--- src/rtl/packet_bch_serializer_pkg.sv ---
// Shared constants, types and the BCH step function for the data-island packet serializer.
package packet_bch_serializer_pkg;

    localparam logic [7:0] ECC_POLY = 8'b1000_0011;

    localparam int HEADER_W = 24;
    localparam int SUB_W    = 56;
    localparam int NUM_SUBS = 4;

    typedef logic [HEADER_W-1:0] header_t;
    typedef logic [SUB_W-1:0]    subpacket_t;

    // Bit positions inside packet_data = {ch2[3:0], ch1[3:0], ch0_bit2}
    localparam int LANE_CH0_BIT2 = 0;
    localparam int LANE_CH1      = 1;
    localparam int LANE_CH2      = 5;

    function automatic logic [7:0] next_ecc(input logic [7:0] e, input logic b);
        return (e >> 1) ^ ((e[0] ^ b) ? ECC_POLY : 8'h00);
    endfunction

endpackage

--- src/rtl/packet_bch_serializer_bch_lane.sv ---
// One serial lane: shifts out BITS data bits per pixel while folding them into a BCH
// accumulator, then shifts out the 8 parity bits for the remaining pixels.
module bch_lane
    import packet_bch_serializer_pkg::*;
#(
    parameter int BITS   = 1,
    parameter int DATA_W = 24
) (
    input  logic              clk,
    input  logic              reset_n,
    input  logic              enable,
    input  logic              load,
    input  logic [4:0]        counter,
    input  logic [DATA_W-1:0] data,
    output logic [BITS-1:0]   lane_bits
);

    localparam int DATA_PIXELS = DATA_W / BITS;

    logic [DATA_W-1:0] shift_reg, shift_next, source;
    logic [7:0]        ecc_reg, ecc_next, ecc_seed;
    logic              data_phase;

    always_comb begin
        data_phase = counter < 5'(DATA_PIXELS);
        // On a load the first bits come straight from the input and prior parity is dropped
        source     = load ? data : shift_reg;
        ecc_seed   = load ? 8'h00 : ecc_reg;
        shift_next = source >> BITS;
        lane_bits  = source[BITS-1:0];
        ecc_next   = ecc_seed;
        if (data_phase) begin
            for (int i = 0; i < BITS; i++) begin
                ecc_next = next_ecc(ecc_next, source[i]);
            end
        end else begin
            lane_bits = ecc_reg[BITS-1:0];
            ecc_next  = ecc_reg >> BITS;
        end
    end

    always_ff @(posedge clk) begin
        if (!reset_n) begin
            shift_reg <= '0;
            ecc_reg   <= '0;
        end else if (enable) begin
            shift_reg <= shift_next;
            ecc_reg   <= ecc_next;
        end
    end

endmodule

--- src/rtl/packet_bch_serializer.sv ---
// Serializes one HDMI data-island packet plus BCH parity over 32 pixels into the
// per-pixel nibble stream, and provides the packet counter and boundary strobe.
module packet_bch_serializer
    import packet_bch_serializer_pkg::*;
#(
    parameter int PACKET_PIXELS = 32
) (
    input  logic                       clk_pixel,
    input  logic                       reset_n,
    input  logic                       data_island_period,
    input  header_t                    header,
    input  subpacket_t [NUM_SUBS-1:0]  sub,
    output logic [4:0]                 packet_pixel_counter,
    output logic                       packet_enable,
    output logic [8:0]                 packet_data,
    output logic                       first_pixel_n
);

    logic [4:0]          counter_reg;
    logic [8:0]          packet_data_reg, packet_data_next;
    logic                first_pixel_n_reg;
    logic                load;
    logic                header_bit;
    logic [NUM_SUBS-1:0] ch1, ch2;
    logic [1:0]          sub_bits [NUM_SUBS];

    assign load                 = data_island_period && (counter_reg == 5'd0);
    assign packet_enable        = data_island_period && (counter_reg == 5'(PACKET_PIXELS - 1));
    assign packet_pixel_counter = counter_reg;
    assign packet_data          = packet_data_reg;
    assign first_pixel_n        = first_pixel_n_reg;

    bch_lane #(.BITS(1), .DATA_W(HEADER_W)) u_header_lane (
        .clk       (clk_pixel),
        .reset_n   (reset_n),
        .enable    (data_island_period),
        .load      (load),
        .counter   (counter_reg),
        .data      (header),
        .lane_bits (header_bit)
    );

    generate
        for (genvar gi = 0; gi < NUM_SUBS; gi++) begin : g_sub_lane
            bch_lane #(.BITS(2), .DATA_W(SUB_W)) u_sub_lane (
                .clk       (clk_pixel),
                .reset_n   (reset_n),
                .enable    (data_island_period),
                .load      (load),
                .counter   (counter_reg),
                .data      (sub[gi]),
                .lane_bits (sub_bits[gi])
            );
            assign ch1[gi] = sub_bits[gi][0];
            assign ch2[gi] = sub_bits[gi][1];
        end
    endgenerate

    always_comb begin
        packet_data_next                       = '0;
        packet_data_next[LANE_CH0_BIT2]        = header_bit;
        packet_data_next[LANE_CH1 +: NUM_SUBS] = ch1;
        packet_data_next[LANE_CH2 +: NUM_SUBS] = ch2;
    end

    // The 5-bit counter wraps 31->0 by itself, giving gapless back-to-back packets
    always_ff @(posedge clk_pixel) begin
        if (!reset_n) begin
            counter_reg       <= '0;
            packet_data_reg   <= '0;
            first_pixel_n_reg <= 1'b0;
        end else if (!data_island_period) begin
            counter_reg       <= '0;
            packet_data_reg   <= '0;
            first_pixel_n_reg <= 1'b0;
        end else begin
            counter_reg       <= counter_reg + 5'd1;
            packet_data_reg   <= packet_data_next;
            first_pixel_n_reg <= (counter_reg != 5'd0);
        end
    end

endmodule

--- config.mk ---
export PLATFORM = sky130hd
export DESIGN_NAME = packet_bch_serializer
export DESIGN_NICKNAME = d
export VERILOG_FILES = /design/src/rtl/packet_bch_serializer_pkg.sv /design/src/rtl/packet_bch_serializer_bch_lane.sv /design/src/rtl/packet_bch_serializer.sv
export SDC_FILE = /design/constraint.sdc
export NUM_CORES = 1
export LEC_CHECK = 0
export CAP_MARGIN = 20
export CORE_MARGIN = 2
export CORE_UTILIZATION = 51
export DETAILED_ROUTE_END_ITERATION = 8
export GPL_TIMING_DRIVEN = 0
export PLACE_DENSITY = 0.76
export REMOVE_ABC_BUFFERS = 1
export SYNTH_ARGS = -nofsm -noshare
export SYNTH_HDL_FRONTEND = slang
export SYNTH_SLANG_ARGS = --single-unit
--- constraint.sdc ---
create_clock -name clk_pixel -period 2.3 [get_ports clk_pixel]
set_clock_uncertainty 0.2 [all_clocks]
set_input_delay 0.46 -clock clk_pixel [delete_from_list [all_inputs] [get_ports clk_pixel]]
set_output_delay 0.46 -clock clk_pixel [all_outputs]
set_load 0.05 [all_outputs]
==> qor.txt <==
worst path cell trace: ha_4 > and3_4 > ha_2 > and2_4 > buf_8
Cell variety after synth: 37
All-Layer GR Usage: 26.1%
crit path from: packet_pixel_counter[1]$_SDFF_PN0_
share of layout cells above drive strength 1: 6.44%
failing checks: setup timing
Final Instance Area: 17,000 um2
Internal: 0.00957 W
Post-DRT Antenna Nets: 0
top cell type's share of synthesized area: 46.5%
clk slew on worst S/H paths: 60 ps
Pre-Repair DR Iteration Count: 5
drt wl/cell: 16.4 um
Fin Setup TNS: -73.1 ps
Buf/Inv on CP: 1
Leak: 6.58 nW
#FFs+latches synth: 294
synth top area cells: dfxtp_1 (46%), a311oi_1 (16%), nand2_1 (15%), nor2_1 (7.9%), clkbuf_1 (3.2%)
final wirelength: 35.3 mm
clk sinks: 294
Max-Cap Viols: 0
clock latency on the worst-skew pair: 550 ps
Port Buffer Count: 266
row count: 57
Final min period: 2370 ps
cell count after placement: 2,074
clock network power share: 40.0%
First DRT Iteration DRCs: 1,046
Post-Syn Instances: 1,612
Via density: 5.56
Final Hold Vio Count: 0
detailed placement HPWL: 19.8 mm
syn avg cell area: 7.85 um2
Crit Path Category: reg -> out
fillers: 1,976
slew margin rel.: 43.1%
FMAX: 421 MHz
synthesized area: 12,700 um2
largest net degree at the start of global routing: 145
RSZ-0062 raised after global routing: true
CP max stage cell: dfxtp_4
max FFs per register: 216
family with the most delay on the worst path: flip-flops
core box area: 24,300 um2
top-level I/O count: 267
area of the multi-input gates: 6170 um2
vias in the first global route: 11,300
dominant cell type by area after synthesis: dfxtp_1
Final period util: 103%
Area Overhead vs Synth: 34.7%
CP max FO: 4
Yosys warning count: 0
TritonCTS buffer count: 31
status: finished with violations
DP Area: 15,500 um2
Slew Viols, Final: 0
VDD IR-drop max: 0.000556 V
H-Tree Depth: 1
maximum root-to-sink buffer count: 3
register area: 5900 um2
Post-synth EDFFs: 0
commonest non-fill, non-tap cell in the layout: nand2_1
crit start category: flop
cell area power density: 749 nW/um2
final setup fails: 1
Slew @ Worst Pin: 851 ps
via count: 12,000
initial antenna violation count: 3
Initial Util: 52.1%
crit path DAT: 1710 ps
Required @ worst endpoint: 1640 ps
non-filler cells, final: 2,156
Final #Nets: 2,061
Clock Tree Root: clkbuf_16
Reg power frac: 44.3%
sequential-to-total area share from yosys stat: 46.5%
placer congestion estimate: 0.764
GRT overflow: 0
asr flop ratio synth: 0%
most frequent cells in the layout: nand2_1 (493), dfxtp_1 (290), nor2_1 (266), clkdlybuf4s50_1 (248), a311oi_1 (234)
Comb pwr share: 15.7%
Die X: 162 um
Die Footprint: 26,100 um2
PnR worst setup slack: -73.1 ps
ys flop type: dfxtp_1
die height: 162 um
Tot Pwr: 0.0128 W
Switching Fraction: 25.1%
RR Startpoint: packet_pixel_counter[0]$_SDFF_PN0_
CTS tree: built
P_sw: 0.00320 W
CP endpoint kind: output port
DRC Markers: 0
Hold Crit Start: data_island_period
HP Class: in -> reg
CP max stage delay: 360 ps
first-pass GRT wire length: 56.8 mm
## worst reg2reg max path, cell delays in order (launching register included)
cell       delay (ps)
dfxtp_4           360
inv_1              90
ha_4              140
or4b_4            490
buf_16            160
buf_4             180
bufbuf_16         320
nand2_1            80
a311oi_1          100
## final cells by class
class                      instances  share of cell area [%]
antenna                            1                  0.0147
clock buffer                      50                    5.50
clock inverter                     7                   0.668
inverter                           4                   0.242
multi-input combinational       1166                    36.2
sequential                       294                    34.6
tap                              324                    2.38
timing repair buffer             310                    20.4
## worst paths after layout
path	to	slack [ps]	depth (start not counted)
setup / recovery	packet_enable	-70	5
hold / removal	g_sub_lane[1].u_sub_lane.shift_reg[44]$_SDFFE_PN0P_	130	3
setup reg to reg	g_sub_lane[1].u_sub_lane.shift_reg[5]$_SDFFE_PN0P_	40	8
hold reg to reg	packet_pixel_counter[0]$_SDFF_PN0_	250	1
## through the flow
step                hold WS, ps  setup slack [ps]  utilization [%]
finish                      127             -73.1             70.1
global route                145              -102             70.1
CTS                         156              -108             69.6
detailed placement          238             -1300             63.5
global placement            238            -18610             61.8
floorplan                   219            -10750                -
## per-layer routing
metal / part of all wire, % / vias to the layer above / global-route usage (%) / routed length [um]
li1: - / 6009 / - / -
met2: 46 / 357 / 43.6 / 16300
met3: 8.4 / 59 / 7.22 / 2970
met4: 2.1 / 4 / 5.68 / 733
met5: 0.085 / - / 0 / 30
met1: 43 / 5551 / 33.9 / 15200
## power by group through the flow
stage | Combinational, W | Sequential (W) | Clock, W
global placement | 0.00208 | 0.00576 | 0
CTS | 0.00199 | 0.00565 | 0.00519
detailed placement | 0.00181 | 0.00576 | 0
floorplan | 0.000999 | 0.00575 | 0
global route | 0.00221 | 0.00570 | 0.00540
finish | 0.00201 | 0.00566 | 0.00511
## logic make-up (layout without fill, tap and decap cells)
family	Yosys count	count (layout)	synth area share (%)
adders and majority gates	3	3	0.297
muxes	12	12	0.949
and+or+nand+nor	829	831	25.9
xor gates and xnor gates	19	19	1.31
buffers and inverters	154	371	5.58
DFF	294	294	46.5
other	0	1	0
AOI/OAI and AO/OA	301	301	19.5
## repair_timing
| action | 4_1_cts | 5_1_grt |
|---|---|---|
| gates cloned | 12 | 1 |
| hold buffers | 0 | 0 |
| pin swaps | 0 | 2 |
| setup endpoints to repair | 273 | 173 |
| resized for setup | 37 | 24 |
| buffers inserted | 7 | 5 |
## synth_stat cells (10+ instances only)
cell type / n
nand2_1: 494
dfxtp_1: 294
nor2_1: 266
a311oi_1: 238
clkbuf_1: 108
a21oi_1: 29
buf_2: 25
nand3_1: 18
nand2b_1: 17
buf_6: 12
mux2i_1: 12
o21ai_0: 12
nor2b_1: 10
xnor2_1: 10
(Power assumes the default switching activity.)
